--- src/rtl/maze_pkg.sv ---
// Shared constants, FSM encoding and small helpers for the 5x5 maze Q-learning controller.
package maze_pkg;

   localparam int GRID_W   = 5;
   localparam int N_STATES = GRID_W * GRID_W;

   localparam logic [3:0] ACT_NONE  = 4'd0;
   localparam logic [3:0] ACT_RIGHT = 4'd1;
   localparam logic [3:0] ACT_UP    = 4'd2;
   localparam logic [3:0] ACT_LEFT  = 4'd3;
   localparam logic [3:0] ACT_DOWN  = 4'd4;

   localparam logic signed [7:0] REWARD_GOAL = 8'sd100;
   localparam logic signed [7:0] REWARD_STEP = -8'sd1;

   typedef enum logic [2:0] {
      ST_IDLE   = 3'd0,
      ST_INIT   = 3'd1,
      ST_SELECT = 3'd2,
      ST_MOVE   = 3'd3,
      ST_UPDATE = 3'd4,
      ST_CHECK  = 3'd5,
      ST_DONE   = 3'd6
   } ctrl_state_e;

   // Out-of-range start states fall back to the top-left cell.
   function automatic logic [5:0] sanitize_state(input logic [5:0] s);
      logic [5:0] r;
      if ((s == 6'd0) || (s > 6'(N_STATES))) begin
         r = 6'd1;
      end else begin
         r = s;
      end
      return r;
   endfunction

   function automatic logic lfsr8_feedback(input logic [7:0] v);
      return v[7] ^ v[5] ^ v[4] ^ v[3];
   endfunction

endpackage

--- src/rtl/maze_lfsr8.sv ---
// 8-bit Fibonacci LFSR, taps x^8+x^6+x^5+x^4+1, loaded with SEED on reset.
module maze_lfsr8
   import maze_pkg::*;
#(
   parameter logic [7:0] SEED = 8'hA5
) (
   input  logic       i_clk,
   input  logic       i_rst,
   input  logic       i_en,
   output logic [7:0] o_lfsr
);

   logic [7:0] r_lfsr;

   always_ff @(posedge i_clk) begin
      if (i_rst) begin
         r_lfsr <= SEED;
      end else if (i_en) begin
         r_lfsr <= {r_lfsr[6:0], lfsr8_feedback(r_lfsr)};
      end else begin
         r_lfsr <= r_lfsr;
      end
   end

   assign o_lfsr = r_lfsr;

endmodule

--- src/rtl/maze_episode_ctrl.sv ---
// Episode sequencer for maze Q-learning: epsilon-greedy action choice, selector drive,
// update-tuple handshake, episode/run bookkeeping. All outputs are registered.
module maze_episode_ctrl
   import maze_pkg::*;
#(
   parameter int         MAX_STEPS  = 64,
   parameter int         N_EPISODES = 100,
   parameter logic [7:0] LFSR_SEED  = 8'hA5
) (
   input  logic               i_clk,
   input  logic               i_rst,
   input  logic               i_start,
   input  logic [5:0]         i_start_state,
   input  logic [5:0]         i_goal_state,
   input  logic [7:0]         i_explore_thresh,
   input  logic [3:0]         i_q_best_action,
   output logic [5:0]         o_ss_current_state,
   output logic [3:0]         o_ss_action,
   input  logic [5:0]         i_ss_next_state,
   output logic               o_upd_valid,
   input  logic               i_upd_ready,
   output logic [5:0]         o_upd_state,
   output logic [5:0]         o_upd_next_state,
   output logic [3:0]         o_upd_action,
   output logic signed [7:0]  o_upd_reward,
   output logic               o_busy,
   output logic               o_ep_done,
   output logic               o_ep_goal,
   output logic [7:0]         o_ep_steps,
   output logic [15:0]        o_ep_index,
   output logic               o_run_done
);

   localparam logic [7:0]  L_MAX_STEPS  = 8'(MAX_STEPS);
   localparam logic [15:0] L_N_EPISODES = 16'(N_EPISODES);

   ctrl_state_e       r_state;
   ctrl_state_e       w_state_next;

   logic [7:0]        w_lfsr;
   logic              w_explore;
   logic [3:0]        w_act_choice;
   logic              w_handshake;
   logic              w_ep_end;
   logic              w_last_ep;

   logic [5:0]        r_cur_state;
   logic [3:0]        r_act;
   logic [5:0]        r_nxt;
   logic signed [7:0] r_reward;
   logic [7:0]        r_step_cnt;
   logic [15:0]       r_ep_index;
   logic [3:0]        r_ss_action;
   logic              r_upd_valid;
   logic              r_busy;
   logic              r_ep_done;
   logic              r_ep_goal;
   logic [7:0]        r_ep_steps;
   logic              r_run_done;

   maze_lfsr8 #(
      .SEED (LFSR_SEED)
   ) u_lfsr (
      .i_clk  (i_clk),
      .i_rst  (i_rst),
      .i_en   (1'b1),
      .o_lfsr (w_lfsr)
   );

   assign w_handshake = r_upd_valid && i_upd_ready;
   assign w_ep_end    = (r_cur_state == i_goal_state) || (r_step_cnt == L_MAX_STEPS);
   assign w_last_ep   = ((r_ep_index + 16'd1) == L_N_EPISODES);

   // Epsilon-greedy choice; an invalid Q-table action also forces exploration.
   always_comb begin
      w_explore    = 1'b0;
      w_act_choice = ACT_NONE;
      if ((w_lfsr < i_explore_thresh) || (i_q_best_action == ACT_NONE) ||
          (i_q_best_action > ACT_DOWN)) begin
         w_explore = 1'b1;
      end else begin
         w_explore = 1'b0;
      end
      if (w_explore) begin
         w_act_choice = {2'b00, w_lfsr[1:0]} + 4'd1;
      end else begin
         w_act_choice = i_q_best_action;
      end
   end

   always_ff @(posedge i_clk) begin
      if (i_rst) begin
         r_state <= ST_IDLE;
      end else begin
         r_state <= w_state_next;
      end
   end

   always_comb begin
      w_state_next = r_state;
      case (r_state)
         ST_IDLE: begin
            if (i_start) w_state_next = ST_INIT;
            else         w_state_next = ST_IDLE;
         end
         ST_INIT:   w_state_next = ST_SELECT;
         ST_SELECT: w_state_next = ST_MOVE;
         ST_MOVE:   w_state_next = ST_UPDATE;
         ST_UPDATE: begin
            if (w_handshake) w_state_next = ST_CHECK;
            else             w_state_next = ST_UPDATE;
         end
         ST_CHECK: begin
            if (w_ep_end) begin
               if (w_last_ep) w_state_next = ST_DONE;
               else           w_state_next = ST_INIT;
            end else begin
               w_state_next = ST_SELECT;
            end
         end
         ST_DONE: begin
            if (i_start) w_state_next = ST_INIT;
            else         w_state_next = ST_DONE;
         end
         default: w_state_next = ST_IDLE;
      endcase
   end

   // Status flags are computed from the next state so they line up with the state itself.
   always_ff @(posedge i_clk) begin
      if (i_rst) begin
         r_cur_state <= 6'd1;
         r_act       <= ACT_NONE;
         r_nxt       <= 6'd1;
         r_reward    <= REWARD_STEP;
         r_step_cnt  <= 8'd0;
         r_ep_index  <= 16'd0;
         r_ss_action <= ACT_NONE;
         r_upd_valid <= 1'b0;
         r_busy      <= 1'b0;
         r_ep_done   <= 1'b0;
         r_ep_goal   <= 1'b0;
         r_ep_steps  <= 8'd0;
         r_run_done  <= 1'b0;
      end else begin
         r_upd_valid <= (w_state_next == ST_UPDATE);
         r_busy      <= (w_state_next != ST_IDLE) && (w_state_next != ST_DONE);
         r_run_done  <= (w_state_next == ST_DONE);
         r_ss_action <= (w_state_next == ST_MOVE) ? w_act_choice : ACT_NONE;
         r_ep_done   <= 1'b0;
         case (r_state)
            ST_IDLE, ST_DONE: begin
               if (i_start) r_ep_index <= 16'd0;
            end
            ST_INIT: begin
               r_cur_state <= sanitize_state(i_start_state);
               r_step_cnt  <= 8'd0;
            end
            ST_SELECT: r_act <= w_act_choice;
            ST_MOVE: begin
               r_nxt    <= i_ss_next_state;
               r_reward <= (i_ss_next_state == i_goal_state) ? REWARD_GOAL : REWARD_STEP;
            end
            ST_UPDATE: begin
               if (w_handshake) begin
                  r_cur_state <= r_nxt;
                  r_step_cnt  <= r_step_cnt + 8'd1;
               end
            end
            ST_CHECK: begin
               if (w_ep_end) begin
                  r_ep_done  <= 1'b1;
                  r_ep_goal  <= (r_cur_state == i_goal_state);
                  r_ep_steps <= r_step_cnt;
                  r_ep_index <= r_ep_index + 16'd1;
               end
            end
            default: ;
         endcase
      end
   end

   assign o_ss_current_state = r_cur_state;
   assign o_ss_action        = r_ss_action;
   assign o_upd_valid        = r_upd_valid;
   assign o_upd_state        = r_cur_state;
   assign o_upd_next_state   = r_nxt;
   assign o_upd_action       = r_act;
   assign o_upd_reward       = r_reward;
   assign o_busy             = r_busy;
   assign o_ep_done          = r_ep_done;
   assign o_ep_goal          = r_ep_goal;
   assign o_ep_steps         = r_ep_steps;
   assign o_ep_index         = r_ep_index;
   assign o_run_done         = r_run_done;

endmodule
--- config.mk ---
export PLATFORM = sky130hd
export DESIGN_NAME = maze_episode_ctrl
export DESIGN_NICKNAME = d
export VERILOG_FILES = /design/src/rtl/maze_pkg.sv /design/src/rtl/maze_lfsr8.sv /design/src/rtl/maze_episode_ctrl.sv
export SDC_FILE = /design/constraint.sdc
export NUM_CORES = 1
export LEC_CHECK = 0
export BUFFER_PORTS_ARGS = -buffer_cell sky130_fd_sc_hd__buf_2
export CORE_MARGIN = 8
export CORE_UTILIZATION = 35
export DETAILED_ROUTE_END_ITERATION = 10
export MAX_ROUTING_LAYER = met4
export PLACE_DENSITY = 0.69
export SLEW_MARGIN = 25
export SYNTH_ARGS = -nofsm -noshare
export SYNTH_HDL_FRONTEND = slang
export SYNTH_SLANG_ARGS = --single-unit
--- constraint.sdc ---
create_clock -name i_clk -period 2.1 [get_ports i_clk]
set_input_delay 0.315 -clock i_clk [delete_from_list [all_inputs] [get_ports i_clk]]
set_output_delay 0.315 -clock i_clk [all_outputs]
set_load 0.05 [all_outputs]
==> impl_metrics.json, run 1 <==
{
  "worst_slew_margin_rel_pct": 58.47,
  "min-delay-path-class": "input pin to register",
  "drt-pass1-iter-count": 4,
  "max_freq_ghz": 0.4948,
  "cap_violations": 0,
  "drt-initial-drc-count": 178,
  "die_h_um": 118.8,
  "place.port_buffers": 93,
  "skew_ps": 10.41,
  "power_density_over_the_cells_nw_per_um2": 686.2,
  "io_pins": 97,
  "syn_inst": 437,
  "post-synth-top-area-fraction_pct": 37.32,
  "place.gp.congestion": 0.8874,
  "avgSynthCellArea_um2": 8.469,
  "seq_area_frac_synth_pct": 37.32,
  "final_hold_viol_count": 0,
  "routed_wl_um": 10090,
  "cts_max_path_buffers": 2,
  "synth.most_common_cell": "sky130_fd_sc_hd__dfxtp_1",
  "synth_enable_flop_cells": 0,
  "place.detailed.hpwl_um": 7749,
  "critPathCaptureType": "register",
  "synth.cells.most_frequent": "sky130_fd_sc_hd__dfxtp_1, sky130_fd_sc_hd__nor2_1, sky130_fd_sc_hd__nand2_1",
  "crit_arrival_ps": 2250,
  "fin_hold_ws_ps": 226.4,
  "layout_min_cycle_time_ps": 2021,
  "power.ir.vdd_worst_v": 0.0004035,
  "total_clock_sinks": 69,
  "critical_path_class": "register to register",
  "vias_per_cell": 5.207,
  "tritoncts": "yes",
  "grt_util_all_layers_pct": 14.93,
  "dp.cells": 654,
  "area_growth_syn_to_layout_pct": 25.56,
  "grt_pass1_vias": 3536,
  "post_synth_main_area_contributors": "sky130_fd_sc_hd__dfxtp_1, sky130_fd_sc_hd__nor2_1, sky130_fd_sc_hd__xnor2_1",
  "setup_total_negative_slack_ps": 0,
  "synth-warning-count": 0,
  "clock_insertion_delay_worst_skew_ps": 340,
  "cts_buffers": 9,
  "grt_start_max_net_pins": 44,
  "setup_viol": 0,
  "design.final.nets": 575,
  "power.leakage_nw": 1.977,
  "grt_antenna_before_repair": 0,
  "outcome": "finished clean",
  "grt_pass1_wl_um": 17240,
  "postCtsSetupRepairBufs": 0,
  "layout_worst_path_cycle_share_pct": 96.24,
  "clk_root_buffer_cell": "sky130_fd_sc_hd__clkbuf_8",
  "initial_core_util_pct": 36.01,
  "num_rows": 37,
  "share_of_async_settable_or_async_resettable_flops_after_synthesis_pct": 0,
  "postRouteAntennaNets": 0,
  "instances_no_fill": 670,
  "synth_area_leader_cell": "sky130_fd_sc_hd__dfxtp_1",
  "core_area_um2": 10280,
  "crit_path_start_kind": "register",
  "post-route-util_pct": 45.22,
  "layout.filler_cells": 1077,
  "post-route-drc-count": 0,
  "critical_path.max_fanout": 7,
  "cts-hold-fix-buffers": 0,
  "synth.distinct_cells": 65,
  "htree_num_levels": 3,
  "synth.cell_area_um2": 3701,
  "worst_endpoint_required_time_ps": 2330,
  "postSynthRegisterBits": 69,
  "final_max_slew_viol_count": 0,
  "fp.dieW_um": 118.8,
  "tightestPinTransition_ps": 607.2,
  "postSynth.topFlopCell": "sky130_fd_sc_hd__dfxtp_1",
  "drive_above_1_share_pct": 30.52,
  "grt-ovfl-total": 0,
  "clk_transition_reported_paths_ps": 80,
  "vias_after_detailed_routing": 3489,
  "antenna_cells_inserted": 0,
  "post_cts_resize_count": 0,
  "wire_per_inst_um": 15.06,
  "power.total_mw": 3.189,
  "die-area_um2": 14120
}
[metal layers]
| layer | vias up | wire (um) | global-route usage (%) |
|---|---|---|---|
| met5 | - | 0 | - |
| met4 | 0 | 114 | 4.901 |
| met3 | 9 | 566 | 3.401 |
| met2 | 98 | 4755 | 23.74 |
| met1 | 1637 | 4654 | 18.37 |
| li1 | 1745 | - | - |
[worst max-delay path: stages (launching register included)]
cell and delay (ps):
sky130_fd_sc_hd__dfxtp_2 420, sky130_fd_sc_hd__nand4_4 180, sky130_fd_sc_hd__nor4_2 330, sky130_fd_sc_hd__xor2_1 130, sky130_fd_sc_hd__or4_4 540, sky130_fd_sc_hd__o311a_1 300
[sequential cells by signal (all words and copies together), names as in the netlist]
signal	cells
o_ep_index	16
o_ep_steps	8
r_step_cnt	8
u_lfsr.o_lfsr	8
o_ss_current_state	6
o_upd_next_state	6
o_ss_action	4
o_upd_action	4
r_state	3
o_busy	1
o_ep_done	1
o_ep_goal	1
o_run_done	1
o_upd_reward	1
o_upd_valid	1
[placed cells by master, fill, tap and decap left out, types with 16 or more instances in the layout]
cell	Yosys	routed
sky130_fd_sc_hd__xnor2_1	18	18
sky130_fd_sc_hd__a21oi_1	27	27
sky130_fd_sc_hd__buf_4	13	21
sky130_fd_sc_hd__dfxtp_1	69	56
sky130_fd_sc_hd__buf_2	6	93
sky130_fd_sc_hd__inv_1	16	16
sky130_fd_sc_hd__nor2_1	44	44
sky130_fd_sc_hd__nand2_1	38	37
[final cells by class]
type / instances / area (um2) / share of cell area [%]
Clock buffer: 11 / 151.4 / 3.258
Inverter: 16 / 60.06 / 1.292
Clock inverter: 5 / 82.58 / 1.777
Sequential cell: 69 / 1410 / 30.34
Tap cell: 136 / 170.2 / 3.662
Timing Repair Buffer: 114 / 623.1 / 13.41
Multi-Input combinational cell: 319 / 2150 / 46.26
[logic make-up (layout without fill, tap and decap cells)]
group	Yosys count	after routing	synth area share (%)
compound gates	101	101	18.76
xor+xnor	29	29	6.863
fa+ha+maj	12	12	4.057
buf+inv	51	146	6.694
flops	69	69	37.32
mux	7	7	1.893
other cells	2	4	0.2029
simple gates	166	166	24.21
[worst paths after layout]
kind | from | cells past startpoint | endpoint | slack, ps
worst min-delay path | i_ss_next_state[0] | 3 | o_upd_next_state[0] | 230
worst min register to register | o_ep_steps[6] | 2 | o_ep_steps[6] | 450
worst max-delay path | o_ep_index[10] | 5 | r_state[0] | 80
worst max register to register | o_ep_index[10] | 5 | r_state[0] | 80
[stage by stage]
step	setup slack [ps]	cell area (um2)
finish	79.06	4647
global placement	77.57	4367
detailed placement	33.36	4367
CTS	35.76	4601
global route	-4.258	4647
floorplan	-27.72	3764
[power by group]
| group | switching (mW) | internal [mW] | total [mW] |
|---|---|---|---|
| clock network | 0.520 | 0.736 | 1.26 |
| registers | 0.0443 | 1.34 | 1.39 |
| logic | 0.360 | 0.184 | 0.544 |
| total | 0.925 | 2.26 | 3.19 |
No activity file was read; power rests on OpenSTA's default activity.
==> inputs of run 2 (changes only) <==
--- a/config.mk
+++ b/config.mk
@@ -6,11 +6,13 @@
 export NUM_CORES = 1
 export LEC_CHECK = 0
 export BUFFER_PORTS_ARGS = -buffer_cell sky130_fd_sc_hd__buf_2
+export CELL_PAD_IN_SITES_DETAIL_PLACEMENT = 1
+export CELL_PAD_IN_SITES_GLOBAL_PLACEMENT = 1
 export CORE_MARGIN = 8
 export CORE_UTILIZATION = 35
 export DETAILED_ROUTE_END_ITERATION = 10
 export MAX_ROUTING_LAYER = met4
-export PLACE_DENSITY = 0.69
+export PLACE_DENSITY = 0.86
 export SLEW_MARGIN = 25
 export SYNTH_ARGS = -nofsm -noshare
 export SYNTH_HDL_FRONTEND = slang
==> impl_metrics.json, run 2 (same netlist as run 1, synthesis figures left out) <==
{
  "mostFrequentLayoutCells": "sky130_fd_sc_hd__buf_2, sky130_fd_sc_hd__dfxtp_1, sky130_fd_sc_hd__nor2_1",
  "fp.dieW_um": 118.8,
  "layout_min_cycle_time_ps": 2068,
  "multi_input_area_um2": 2180,
  "cap_violations": 0,
  "setup.reg_to_reg.worst_slack_ps": 30,
  "htree_num_levels": 3,
  "critPathCaptureType": "register",
  "num_rows": 37,
  "min-delay-path-class": "input pin to register",
  "die-area_um2": 14120,
  "postRouteAntennaNets": 0,
  "cts-hold-fix-buffers": 0,
  "die_h_um": 118.8,
  "outcome": "finished clean",
  "pwr-share-clk_pct": 37.4,
  "crit_path_start_kind": "register",
  "tightestPinTransition_ps": 570.4,
  "grt-ovfl-total": 0,
  "layout.filler_cells": 1254,
  "vias_after_detailed_routing": 3624,
  "cts_buffers": 9,
  "grt_util_all_layers_pct": 17.17,
  "dp.cells": 658,
  "worst_endpoint_required_time_ps": 2350,
  "worst_slew_margin_rel_pct": 61.98,
  "clk_root_buffer_cell": "sky130_fd_sc_hd__clkbuf_8",
  "place.port_buffers": 93,
  "grt_pass1_wl_um": 19440,
  "total_clock_sinks": 69,
  "grt_setup_unrepaired": "true",
  "final_hold_viol_count": 0,
  "core_area_um2": 10280,
  "flip_flop_count_of_the_largest_register_all_copies_and_words_added": 16,
  "top_layer": "met4",
  "worst-r2r-cell-count": 6,
  "crit_path_end": "r_state[0]",
  "max_freq_ghz": 0.4835,
  "area_growth_syn_to_layout_pct": 26.94,
  "pwr-share-seq_pct": 44.5,
  "r2r_start": "o_ep_index[0]",
  "drt-pass1-iter-count": 4,
  "wire_per_inst_um": 17.57,
  "clk_transition_reported_paths_ps": 90,
  "vias_per_cell": 5.361,
  "wl_met1_um": 5115,
  "layout_worst_path_cycle_share_pct": 98.49,
  "final_max_slew_viol_count": 0,
  "fin_area_um2": 4698,
  "place.gp.congestion": 0.8743,
  "power.ir.vdd_worst_v": 0.0002825,
  "clock_insertion_delay_worst_skew_ps": 360,
  "critical_path_class": "register to register",
  "switching_share_pct": 32.65,
  "routed-wl-met2_um": 6142,
  "power_density_over_the_cells_nw_per_um2": 663.7,
  "critical_path.startpoint": "o_ep_index[0]",
  "final_common_cell": "sky130_fd_sc_hd__buf_2",
  "grt_antenna_before_repair": 0,
  "drt-initial-drc-count": 118,
  "antenna_cells_inserted": 0,
  "min_path_cells": 3,
  "cts_max_path_buffers": 2,
  "tritoncts": "yes",
  "pre_cts_ws_ps": -34.27,
  "rr_endpoint": "r_state[0]",
  "grt_start_max_net_pins": 44,
  "initial_core_util_pct": 36.01,
  "critical_path.max_fanout": 8,
  "power.share.combinational_pct": 18.2,
  "timing.final.ws_setup_ps": 31.69,
  "routed_wl_um": 11880,
  "setup_viol": 0,
  "place.detailed.hpwl_um": 8971,
  "route.met3.wl_um": 447,
  "drive_above_1_share_pct": 31.30,
  "internal_power_mw": 2.100,
  "crit_arrival_ps": 2320,
  "power.switching_mw": 1.018,
  "place_area_um2": 4397,
  "grt_pass1_vias": 3940,
  "io_pins": 97,
  "power.leakage_nw": 2.002,
  "design.final.nets": 581,
  "instances_no_fill": 676,
  "skew_ps": 16.77,
  "post-route-drc-count": 0,
  "seq_area_um2": 1414
}
run 2: metrics by stage:
step / TNS [ps] / power, mW / hold WS [ps] / utilization [%]
after detailed placement: -46.94 / 1.979 / 442.5 / 42.78
after global placement: 0 / 1.950 / 438.8 / 42.78
after floorplan: -27.72 / 1.810 / 418.7 / -
after CTS: 0 / 3.146 / 184.9 / 45.02
after global routing: -84.13 / 3.249 / 193.1 / 45.71
final: 0 / 3.118 / 202.7 / 45.71
run 2: final cells by class:
class                           instances  area share [%]
Multi-Input combinational cell        319           46.39
Clock inverter                          7           1.758
Inverter                               16           1.278
Tap cell                              136           3.622
Timing Repair Buffer                  120           14.22
Clock buffer                            9           2.636
Sequential cell                        69           30.09
run 2: repair_timing:
action	4_1_cts	5_1_grt
endpoints found under the setup margin	1	19
gates resized for setup	3	12
pin swaps	1	1
buffers inserted	0	2
run 2: power by group through the flow:
stage	combinational, mW	clock [mW]	sequential (mW)
after global routing	0.615	1.24	1.39
after global placement	0.535	0	1.42
after CTS	0.564	1.19	1.39
final	0.567	1.17	1.39
after floorplan	0.328	0	1.48
after detailed placement	0.561	0	1.42
run 2: per-layer routing:
| layer | vias up | global-route usage [%] |
|---|---|---|
| met5 | - | - |
| met4 | 0 | 5.375 |
| met3 | 20 | 4.535 |
| met2 | 86 | 29.74 |
| met1 | 1762 | 18.89 |
| li1 | 1756 | - |
run 2: worst max-delay path, cell delays in order (launching register included):
cell and delay [ps]:
sky130_fd_sc_hd__dfxtp_4 390, sky130_fd_sc_hd__buf_4 130, sky130_fd_sc_hd__nand4_4 160, sky130_fd_sc_hd__nor4_2 290, sky130_fd_sc_hd__xor2_1 130, sky130_fd_sc_hd__or4_4 570, sky130_fd_sc_hd__o311a_1 310
run 2: how the worst min path moves through the flow:
stage / to / start / slack (ps)
2_1_floorplan: u_lfsr.o_lfsr[7] / u_lfsr.o_lfsr[6] / 420
3_3_place_gp: u_lfsr.o_lfsr[7] / u_lfsr.o_lfsr[6] / 440
3_5_place_dp: u_lfsr.o_lfsr[7] / u_lfsr.o_lfsr[6] / 440
4_1_cts: o_upd_next_state[0] / i_ss_next_state[0] / 180
5_1_grt: o_upd_next_state[0] / i_ss_next_state[0] / 190
6_report: o_upd_next_state[0] / i_ss_next_state[0] / 200
